`config.mk`:
```
export PLATFORM = sky130hd
export DESIGN_NAME = wb_stage
export DESIGN_NICKNAME = d
export VERILOG_FILES = /design/src/rtl/riscv_pkg.sv /design/src/rtl/load_formatter.sv /design/src/rtl/wb_stage.sv
export SDC_FILE = /design/constraint.sdc
export NUM_CORES = 1
export LEC_CHECK = 0
export CAP_MARGIN = 20
export CORE_AREA = 5 5 80 155
export CTS_CLUSTER_SIZE = 14
export DETAILED_ROUTE_END_ITERATION = 10
export DIE_AREA = 0 0 85 160
export HOLD_SLACK_MARGIN = 0.15
export PLACE_DENSITY = 0.8
export SYNTH_ARGS = -nofsm -noshare
export SYNTH_HDL_FRONTEND = slang
export SYNTH_HIERARCHICAL = 1
export SYNTH_SLANG_ARGS = --single-unit
```
`constraint.sdc`:
```
create_clock -name clk -period 2.75 [get_ports clk]
set_input_delay 0.4125 -clock clk [delete_from_list [all_inputs] [get_ports clk]]
set_output_delay 0.4125 -clock clk [all_outputs]
set_load 0.005 [all_outputs]
```
`src/rtl/riscv_pkg.sv`:
```
// Shared RISC-V core definitions.
// Writeback select codes, load funct3 codes, writeback FSM states.
package riscv_pkg;

  localparam logic [1:0] WB_ALU  = 2'd0;
  localparam logic [1:0] WB_LOAD = 2'd1;
  localparam logic [1:0] WB_PC4  = 2'd2;

  localparam logic [2:0] F3_LB  = 3'b000;
  localparam logic [2:0] F3_LH  = 3'b001;
  localparam logic [2:0] F3_LW  = 3'b010;
  localparam logic [2:0] F3_LBU = 3'b100;
  localparam logic [2:0] F3_LHU = 3'b101;

  typedef enum logic [1:0] {
    S_IDLE,
    S_COMMIT,
    S_WAIT_LOAD
  } wb_state_t;

endpackage

```
`src/rtl/load_formatter.sv`:
```
// Load data formatter.
// Picks the byte/halfword lane and applies sign or zero extension.
module load_formatter
  import riscv_pkg::*;
(
  input  logic [31:0] LoadData,
  input  logic [2:0]  Funct3,
  input  logic [1:0]  AddrLo,
  output logic [31:0] Result
);

  logic [7:0]  byte_sel;
  logic [15:0] half_sel;

  always_comb begin
    byte_sel = LoadData[7:0];
    case (AddrLo)
      2'd1:    byte_sel = LoadData[15:8];
      2'd2:    byte_sel = LoadData[23:16];
      2'd3:    byte_sel = LoadData[31:24];
      default: byte_sel = LoadData[7:0];
    endcase
  end

  // Halfword alignment is guaranteed upstream.
  assign half_sel = AddrLo[1] ? LoadData[31:16]
                              : LoadData[15:0];

  always_comb begin
    Result = LoadData;
    case (Funct3)
      F3_LB:   Result = {{24{byte_sel[7]}}, byte_sel};
      F3_LBU:  Result = {24'd0, byte_sel};
      F3_LH:   Result = {{16{half_sel[15]}}, half_sel};
      F3_LHU:  Result = {16'd0, half_sel};
      default: Result = LoadData;
    endcase
  end

endmodule

```
`src/rtl/wb_stage.sv`:
```
// Writeback stage: commits one instruction per cycle to the
// register file, stalling on loads until memory responds.
module wb_stage
  import riscv_pkg::*;
#(
  parameter int CNT_W = 32
) (
  input  logic             clk,
  input  logic             rst,
  input  logic             InValid,
  output logic             InReady,
  input  logic             InRegWEn,
  input  logic [4:0]       InRd,
  input  logic [1:0]       InWbSel,
  input  logic [2:0]       InFunct3,
  input  logic [1:0]       InAddrLo,
  input  logic [31:0]      InAluResult,
  input  logic [31:0]      InPcPlus4,
  input  logic             LoadValid,
  input  logic [31:0]      LoadData,
  output logic             RegWEn,
  output logic [4:0]       WriteReg,
  output logic [31:0]      RegWriteData,
  output logic [CNT_W-1:0] RetireCount,
  output logic             Busy
);

  wb_state_t        state_q, state_d;
  logic [4:0]       pend_rd_q, pend_rd_d;
  logic             pend_wen_q, pend_wen_d;
  logic [2:0]       pend_f3_q, pend_f3_d;
  logic [1:0]       pend_lo_q, pend_lo_d;
  logic             wen_q, wen_d;
  logic [4:0]       wr_q, wr_d;
  logic [31:0]      data_q, data_d;
  logic [CNT_W-1:0] cnt_q, cnt_d;
  logic [31:0]      ld_fmt;
  logic             xfer;

  load_formatter u_fmt (
    .LoadData (LoadData),
    .Funct3   (pend_f3_q),
    .AddrLo   (pend_lo_q),
    .Result   (ld_fmt)
  );

  assign InReady = (state_q != S_WAIT_LOAD);
  assign xfer    = InValid && InReady;

  always_comb begin
    state_d    = state_q;
    pend_rd_d  = pend_rd_q;
    pend_wen_d = pend_wen_q;
    pend_f3_d  = pend_f3_q;
    pend_lo_d  = pend_lo_q;
    wen_d      = 1'b0;
    wr_d       = wr_q;
    data_d     = data_q;
    cnt_d      = cnt_q;
    case (state_q)
      S_WAIT_LOAD: begin
        if (LoadValid) begin
          state_d = S_COMMIT;
          wen_d   = pend_wen_q && (pend_rd_q != 5'd0);
          wr_d    = pend_rd_q;
          data_d  = ld_fmt;
          cnt_d   = cnt_q + CNT_W'(1);
        end
      end
      default: begin
        if (!xfer) begin
          state_d = S_IDLE;
        end else if (InWbSel == WB_LOAD) begin
          state_d    = S_WAIT_LOAD;
          pend_rd_d  = InRd;
          pend_wen_d = InRegWEn;
          pend_f3_d  = InFunct3;
          pend_lo_d  = InAddrLo;
        end else begin
          state_d = S_COMMIT;
          wen_d   = InRegWEn && (InRd != 5'd0);
          wr_d    = InRd;
          data_d  = (InWbSel == WB_PC4) ? InPcPlus4
                                        : InAluResult;
          cnt_d   = cnt_q + CNT_W'(1);
        end
      end
    endcase
  end

  always_ff @(posedge clk or negedge rst) begin
    if (!rst) begin
      state_q    <= S_IDLE;
      pend_rd_q  <= '0;
      pend_wen_q <= 1'b0;
      pend_f3_q  <= '0;
      pend_lo_q  <= '0;
      wen_q      <= 1'b0;
      wr_q       <= '0;
      data_q     <= '0;
      cnt_q      <= '0;
    end else begin
      state_q    <= state_d;
      pend_rd_q  <= pend_rd_d;
      pend_wen_q <= pend_wen_d;
      pend_f3_q  <= pend_f3_d;
      pend_lo_q  <= pend_lo_d;
      wen_q      <= wen_d;
      wr_q       <= wr_d;
      data_q     <= data_d;
      cnt_q      <= cnt_d;
    end
  end

  assign RegWEn       = wen_q;
  assign WriteReg     = wr_q;
  assign RegWriteData = data_q;
  assign RetireCount  = cnt_q;
  assign Busy         = (state_q != S_IDLE);

endmodule

```
# Word-level counts from Yosys, hierarchy flattened
# Index checks and enable logic that the tools add are counted.
# Widths: inputs -> output; s select.
[totals] input_bits=113 out_inout_bits=72 word_cells=57 reg_bits=83 latch_bits=0 mem_bits_ro=0 mem_count=0 ram_bits=0
[op_classes] bitwise_logic=1 n_reduce_logical=10 eq_ne=12 mux=24 n_shift=0 n_addsub=1 n_div=0 n_mul=0 n_lt_le_gt_ge=0
[op_table] cell="$mux 32" count=9
[op_table] cell="$pmux 32 s4" count=1
[op_table] cell="$add 32x1->32 const B" count=1
[op_table] cell="$pmux 8 s3" count=1
[op_table] cell="$mux 5" count=4
[op_table] cell="$mux 16" count=1
[op_table] cell="$reduce_bool 5->1" count=2
[op_table] cell="$eq 2x2->1 const B" count=4
[op_table] cell="$mux 2" count=4
[op_table] cell="$eq 3x3->1 const B" count=2
[op_table] cell="$reduce_and 3->1" count=2
[op_table] cell="$eq 2x1->1 const B" count=2
[op_table] cell="$mux 1" count=4
[op_table] cell="$ne 2x2->1 const B" count=2
[op_table] cell="$reduce_bool 2->1" count=2
[op_table] cell="$eq 3x1->1 const B" count=1
[op_table] cell="$logic_and 1x1->1" count=3
[op_table] cell="$logic_not 3->1" count=1
[op_table] cell="$ne 2x1->1 const B" count=1
[op_table] cell="$not 1->1" count=1

# Logic depth before layout (Yosys ltp)
# Gate-level depths: netlist (run 1).
[logic_depth] word_depth=5 mapped_depth=9 depth_no_buf=7

# Cells and area by module
# The synthesis (run 1) kept the hierarchy.
[modules_own_cells] module="wb_stage" area_per_inst_um2=4152.7 n_inst=1 seq_area_each_um2=2077.0 cells_per_inst=392
[modules_own_cells] module="load_formatter" area_per_inst_um2=668.1 n_inst=1 seq_area_each_um2=0.0 cells_per_inst=111

# Least setup slack after synthesis (run 1)
# OpenSTA, ideal clock, no wires.
[synth_path] path_type="flip-flop to flip-flop" startpoint="register pend_lo_q[1]" endpoint="register data_q[8] (netlist: RegWriteData[8])" synth_period_minus_slack_ns=1.913 setup_time_ns=0.118 stages_incl_launch_ff=8 n_path_buf=1 required_ns=2.632 setup_slack_ns=0.837 t_arrival_ns=1.795 cell_sequence="dfrtp_1 -> mux4_2 -> and3b_1 -> clkbuf_1 -> a221o_1 -> nor2_1 -> a211oi_1 -> a21o_1"
[synth_between] elab_chain_cells=5 elab_cells_between_ends=8 cone_classes="eq/ne: 3; mux: 5"
[synth_lines] item="start: declaration" line_no="wb_stage.sv:32" text="logic [1:0] pend_lo_q, pend_lo_d;"
[synth_lines] item="start signal: assignment" line_no="wb_stage.sv:107" text="pend_lo_q <= pend_lo_d;"
[synth_lines] item="$eq 2x2->1 / $eq 2x1->1 (equally long branches)" line_no="load_formatter.sv:17" text="case (AddrLo)"
[synth_lines] item="$pmux 8 s3" line_no="load_formatter.sv:17"
[synth_lines] item="$pmux 32 s4 (*)" line_no="load_formatter.sv:31" text="case (Funct3)"
[synth_lines] item="named net ld_fmt[8]" line_no="wb_stage.sv:37" text="logic [31:0] ld_fmt;"
[synth_lines] item="$mux 32 (*)" line_no="wb_stage.sv:62" text="if (LoadValid) begin"
[synth_lines] item="$mux 32 (*)" line_no="wb_stage.sv:60" text="case (state_q)"
[synth_lines] item="end signal: assignment" line_no="wb_stage.sv:110" text="data_q <= data_d;"
[synth_lines] item="end: declaration" line_no="wb_stage.sv:35" text="logic [31:0] data_q, data_d;"
# The timed path passes the listed nets; every way through them passes the cells marked *. The select of a mux whose other input is x is not followed.
# A chain may end at the register's enable or synchronous reset.

# Final worst setup path (run 1)
[layout_path] startpoint="register pend_f3_q[0]" endpoint="register data_q[6] (netlist: RegWriteData[6])"
[layout_between] elab_chain_cells=4 elab_cells_between_ends=7 cone_classes="eq/ne: 3; mux: 3; reduce/logical: 1"
[layout_lines] item="start: declaration" line_no="wb_stage.sv:31" text="logic [2:0] pend_f3_q, pend_f3_d;"
[layout_lines] item="start signal: assignment" line_no="wb_stage.sv:106" text="pend_f3_q <= pend_f3_d;"
[layout_lines] item="$eq 3x3->1, or another cell as far along" line_no="load_formatter.sv:31"
[layout_lines] item="$pmux 32 s4 (*)" line_no="load_formatter.sv:31"
[layout_lines] item="named net ld_fmt[6]" line_no="wb_stage.sv:37"
[layout_lines] item="$mux 32 (*)" line_no="wb_stage.sv:62"
[layout_lines] item="$mux 32 (*)" line_no="wb_stage.sv:60"
# Marked as above.

==> reports/results.txt, run 1 <==
row cnt = 54
Slew Viols, Final = 0
logic depth of the worst setup path including buffers = 7
die area = 13600 sq um
Mean Syn Cell Area = 9.58 sq um
Synth Area in Compound Gates = 18.7%
most frequent cells after synthesis = 83 x dfrtp_1, 66 x nand2_1, 49 x a21o_1, 45 x nor2_1, 33 x mux2i_1
max cap viols = 0
IO Pins = 185
Die X = 85 um
DRC Markers = 0
first-pass GRT wire length = 24300 um
vias per inst = 5.62
post-CTS setup buffer count = 0
top cell type by total area after synthesis = dfrtp_1
Worst-path clk slew = 60 ps
synth top area cells = dfrtp_1 43%, a21o_1 7.6%, mux2i_1 6.9%
CTS Sinks = 83
status = complete, no violations
Worst Path Max Fanout = 16
chip height = 160 um
Slew headroom = 59.6%
DRT Pass-1 Iters = 5
slowest cell delay on critical path = 570 ps
yosys warns = 6
Worst Hold Class = reg2reg
sum of buffers and inverters on the critical path = 0
largest net degree at the start of global routing = 84
RSZ-0062 raised after global routing = false
FFs w/ async S/R, synth = 100%
delay-heaviest family, CP = simple AND/OR/NAND/NOR gates
Synth Instances = 503
startpoint types = flip-flop
CTS tree = yes
drt wl/cell = 18.9 um
CTS HTree Levels = 3
I/O Buffers = 184
final net count = 788
Critical Path Sink Type = flip-flop
initial antenna violation count = 1
Hold Path Depth = 1
Max Fclk = 439 MHz
CTS root buffer = clkbuf_16
Synth Area in Simple Gates = 18.7%
CTS max path bufs = 2
cells resized by post-CTS repair = 0
post-layout power = 4.26 mW
Synth Cell Area = 4820 sq um
GPL Wtd Cong = 0.874
vias post-DR = 4600
crit-path cells = nor2b_1 > nor2_1 > a22oi_1 > o21ai_1 > nor2_1 > a211oi_1 > a21o_1
Initial Utilization = 44.0%
adder-cell share of the synthesized area = 0.260%
register area share after synthesis = 43.1%
layout cells sized above 1 = 7.52%
power density cells = 599 nW/um^2
final WL = 15400 um
XOR/XNOR share of the synthesized area = 5.63%
Post-synth EDFFs = 0
core area = 10900 sq um
Final Critical Period = 2280 ps
HPWL after detailed placement = 12100 um
CP arrival = 2500 ps
crit path kind = reg2reg
Final ANT Viol Nets = 0
grt ovf = 0
Clk Latency, worst-skew pair = 340 ps
number of global-route vias before repair = 4746
Slew @ Worst Pin = 605 ps
synth unique cells = 46
Top FF cell, synth = dfrtp_1
Final period util = 82.9%
Synth top area share = 43.1%
CTS buffer count = 9
Pleak = 3.20 nW
total track usage = 22.6%
Reg2Reg Depth = 7
multiplexer share of the synthesized area = 9.65%
Critical Path RT = 2970 ps
Worst VDD drop = 0.368 mV
Post-Syn Nets = 617
flops & latches, synth = 83
clock skew = 9.55 ps
CP max stage cell = nor2b_1
worst hold slack = 475 ps
Setup Viol. Count Final = 0
Synth-to-Final Area Change = 47.6%
cell mode on critical path = nor2_1
hold buffer count at cts = 1
Final Hold Viols = 0
initial DRC count = 196
largest family of logic cells by synthesized area = simple AND/OR/NAND/NOR gates
most frequent cell after synthesis = dfrtp_1
setup TNS = 0 ps
-- metrics by stage --
step	instance area, sq um	utilization (%)	setup slack [ps]	cells
2_1_floorplan	4820	-	837	503
3_3_place_gp	6800	62.2	298	802
3_5_place_dp	6800	62.2	206	802
4_1_cts	7110	65.0	480	818
5_1_grt	7120	65.0	221	819
6_report	7120	65.0	470	819
-- worst paths after layout --
path	startpoint	end	slack [ps]
hold reg to reg	RegWriteData[3]$_DFFE_PN0P_	RegWriteData[3]$_DFFE_PN0P_	480
hold / removal	RegWriteData[3]$_DFFE_PN0P_	RegWriteData[3]$_DFFE_PN0P_	480
max in group asynchronous	rst	RegWriteData[31]$_DFFE_PN0P_	1750
setup / recovery	pend_f3_q[0]$_DFFE_PN0P_	RegWriteData[6]$_DFFE_PN0P_	470
min in group asynchronous	rst	RegWEn$_DFF_PN0_	650
setup reg to reg	pend_f3_q[0]$_DFFE_PN0P_	RegWriteData[6]$_DFFE_PN0P_	470
-- final cells by class --
type	instances	area, sq um
Sequential cell	83	2080
Clock inverter	5	62.6
Fill cell	913	3830
Inverter	6	22.5
Timing Repair Buffer	197	1980
Multi-Input combinational cell	377	2560
Clock buffer	10	239
Tap cell	140	175
Antenna cell	1	2.50
-- metal layers --
layer	part of all wire, %	vias up	GRT usage, %
li1	-	2161	-
met1	34	2183	22.7
met2	54	207	42.0
met3	6.6	49	4.85
met4	4.8	0	11.7
met5	0	-	0
-- worst reg2reg max path: cells and delay by family, from the launching register on --
| family | cells | cell delay, ps |
|---|---|---|
| and+or+nand+nor | 3 | 940 |
| AOI/OAI and AO/OA | 4 | 690 |
| DFF | 1 | 560 |
-- kinds of logic after synthesis --
kind of cell,count (synthesis)
compound gates,120
xor+xnor,31
fa+ha+maj,1
buf+inv,43
flops,83
mux,44
simple gates,181
-- power by group --
part           internal [mW]  switching, mW
clock network          0.727          0.484
registers               1.43          0.206
logic                  0.805          0.603
total                   2.97           1.29
-- sequential cells by signal (all words and copies together) (netlist names) --
register / flops
pend_wen_q: 1
RegWriteData: 32
pend_lo_q: 2
state_q: 2
RetireCount: 32
pend_rd_q: 5
RegWEn: 1
pend_f3_q: 3
WriteReg: 5
-- cell usage in the layout, fill, tap and decap left out, types with 3 or more instances in the layout --
cell and count:
a21o_1 49, buf_4 10, nor4_1 4, xnor2_1 17
buf_12 3, nand4_1 10, nand3_1 10, a22oi_1 7
xor2_1 14, nand2b_1 7, nand4b_1 3, inv_1 4
and3_1 5, a211oi_1 32, nor3_1 6, o21ai_1 8
nor2_1 45, nand2_1 66, nor2b_1 5, dfrtp_1 83
clkbuf_16 9, mux2_2 10, a31oi_1 6, and4_1 4
a221o_1 8, or4_1 3, nor4_2 4, clkdlybuf4s50_1 183
mux2i_1 33
Note: power is estimated with default switching activity, not from simulation.
==> inputs of run 2 (changes only) <==
clock period = 2.1 ns   (was 2.75 ns; I/O delays follow)
==> reports/results.txt, run 2 (synthesized netlist as in run 1, its figures left out) <==
initial DRC count = 194 (was 196)
slack of the critical path = 94.3 ps (was 470 ps)
initial antenna violation count = 0 (was 1)
status = complete, no violations (unchanged)
total track usage = 22.5% (was 22.6%)
switching power = 1.78 mW (was 1.29 mW)
DRT Pass-1 Iters = 5 (unchanged)
Reg2Reg Depth = 6 (was 7)
Clk Latency, worst-skew pair = 340 ps (about the same)
Die X = 85 um (unchanged)
Final Hold Viols = 0 (unchanged)
first-pass GRT wire length = 24600 um (was 24300 um)
DRC Markers = 0 (unchanged)
GPL Wtd Cong = 0.936 (was 0.874)
layout cells sized above 1 = 11.1% (was 7.52%)
CTS Sinks = 83 (unchanged)
register share of total power = 37.5% (was 38.5%)
Critical Path RT = 1780 ps (was 2970 ps)
post-CTS setup buffer count = 0 (unchanged)
CTS tree = yes (unchanged)
most common cell after layout, fill and taps aside = clkdlybuf4s50_1 (unchanged)
sw frac = 31.6% (was 30.4%)
final net count = 811 (was 788)
RSZ-0062 raised after global routing = false (unchanged)
core area = 10900 sq um (unchanged)
clock power share = 27.0% (was 28.4%)
largest net degree at the start of global routing = 49 (was 84)
n_diodes = 0 (was 1)
post-layout power = 5.64 mW (was 4.26 mW)
vias post-DR = 4608 (was 4600)
fin area = 7320 sq um (was 7120 sq um)
HPWL after detailed placement = 12500 um (was 12100 um)
startpoint types = flip-flop (unchanged)
Placed Cells incl. Taps = 825 (was 802)
I/O Buffers = 184 (unchanged)
Synth-to-Final Area Change = 51.8% (was 47.6%)
setup slack at placement = -211 ps (was 206 ps)
Comb power frac = 35.6% (was 33.1%)
Non-Filler Instances = 842 (was 819)
number of global-route vias before repair = 4762 (was 4746)
Slew headroom = 58.8% (was 59.6%)
flop2flop setup slack = 110 ps (was 470 ps)
most frequent cells in the layout = 183 x clkdlybuf4s50_1, 82 x dfrtp_1, 66 x nand2_1 (was 183 x clkdlybuf4s50_1, 83 x dfrtp_1, 66 x nand2_1)
CP arrival = 1690 ps (was 2500 ps)
Setup Viol. Count Final = 0 (unchanged)
Worst Path Max Fanout = 12 (was 16)
die area = 13600 sq um (unchanged)
Pleak = 3.32 nW (was 3.20 nW)
crit path kind = reg2out (was reg2reg)
Max Fclk = 499 MHz
clock skew = 9.59 ps (was 9.55 ps)
Worst Hold Class = in2async (was reg2reg)
Final period util = 95.5%
chip height = 160 um (unchanged)
placed cell areas = 7010 sq um (was 6800 sq um)
IO Pins = 185 (unchanged)
power density cells = 771 nW/um^2 (was 599 nW/um^2)
max cap viols = 0 (unchanged)
Final ANT Viol Nets = 0 (unchanged)
final WL = 15700 um (was 15400 um)
CTS buffer count = 9 (unchanged)
Slew Viols, Final = 0 (unchanged)
CTS root buffer = clkbuf_16 (unchanged)
Worst VDD drop = 0.493 mV (was 0.368 mV)
worst hold slack = 477 ps (was 475 ps)
Slew @ Worst Pin = 613 ps (was 605 ps)
Critical Path Sink Type = output pin (was flip-flop)
Final Critical Period = 2010 ps
CTS max path bufs = 2 (unchanged)
Int Pwr = 3.86 mW (was 2.97 mW)
drt wl/cell = 18.6 um (was 18.9 um)
CTS HTree Levels = 3 (unchanged)
Initial Utilization = 44.0% (unchanged)
vias per inst = 5.47 (was 5.62)
grt ovf = 0 (unchanged)
Worst-path clk slew = 60 ps (about the same)
row cnt = 54 (unchanged)
[run 2: final timing paths]
kind,startpoint,end
max in group asynchronous,rst,RegWriteData[2]$_DFFE_PN0P_
hold / removal,rst,pend_rd_q[3]$_DFFE_PN0P_
hold reg to reg,RegWriteData[16]$_DFFE_PN0P_,RegWriteData[16]$_DFFE_PN0P_
setup reg to reg,pend_lo_q[1]$_DFFE_PN0P_,RegWriteData[12]$_DFFE_PN0P_
setup / recovery,state_q[1]$_DFFE_PN0P_,InReady
min in group clk,RegWriteData[16]$_DFFE_PN0P_,RegWriteData[16]$_DFFE_PN0P_
[run 2: critical path, stage by stage, from the launching register on]
cell	delay (ps)
dfrtp_1	390
nor2b_1	150
buf_4	170
inv_4	120
clkdlybuf4s50_1	530
[run 2: timing repair]
item                       4_1_cts  5_1_grt
setup endpoints to repair        1       12
gates resized for setup          1        3
hold endpoints to repair        35        0
pin swaps                        0        0
hold buffers                     1        0
cloned                           0        0
[run 2: per-layer routing]
metal	up-vias	track usage [%]	share of wire [%]
li1	2200	-	-
met1	2196	22.9	34
met2	180	43.5	56
met3	32	5.31	6.2
met4	0	7.49	3.1
met5	-	0	0
[run 2: layout make-up]
class                      count  area, sq um
fill                         916         3630
multi-input combinational    377         2570
timing repair buffer         220         2190
sequential                    83         2080
clock buffer                   9          225
tap                          140          175
clock inverter                 7         58.8
inverter                       6         25.0
[run 2: power by group through the flow]
stage | Clock [mW] | Sequential (mW) | Combinational [mW]
global placement | 0 | 2.13 | 1.96
finish | 1.52 | 2.11 | 2.01
global route | 1.63 | 2.15 | 2.16
detailed placement | 0 | 2.13 | 2.00
floorplan | 0 | 2.13 | 0.884
CTS | 1.55 | 2.11 | 2.02
[run 2: metrics by stage]
step	TNS (ps)	util, %
2_1_floorplan	0	-
3_3_place_gp	-2820	64.1
3_5_place_dp	-3910	64.1
4_1_cts	0	66.8
5_1_grt	0	66.8
6_report	0	66.8
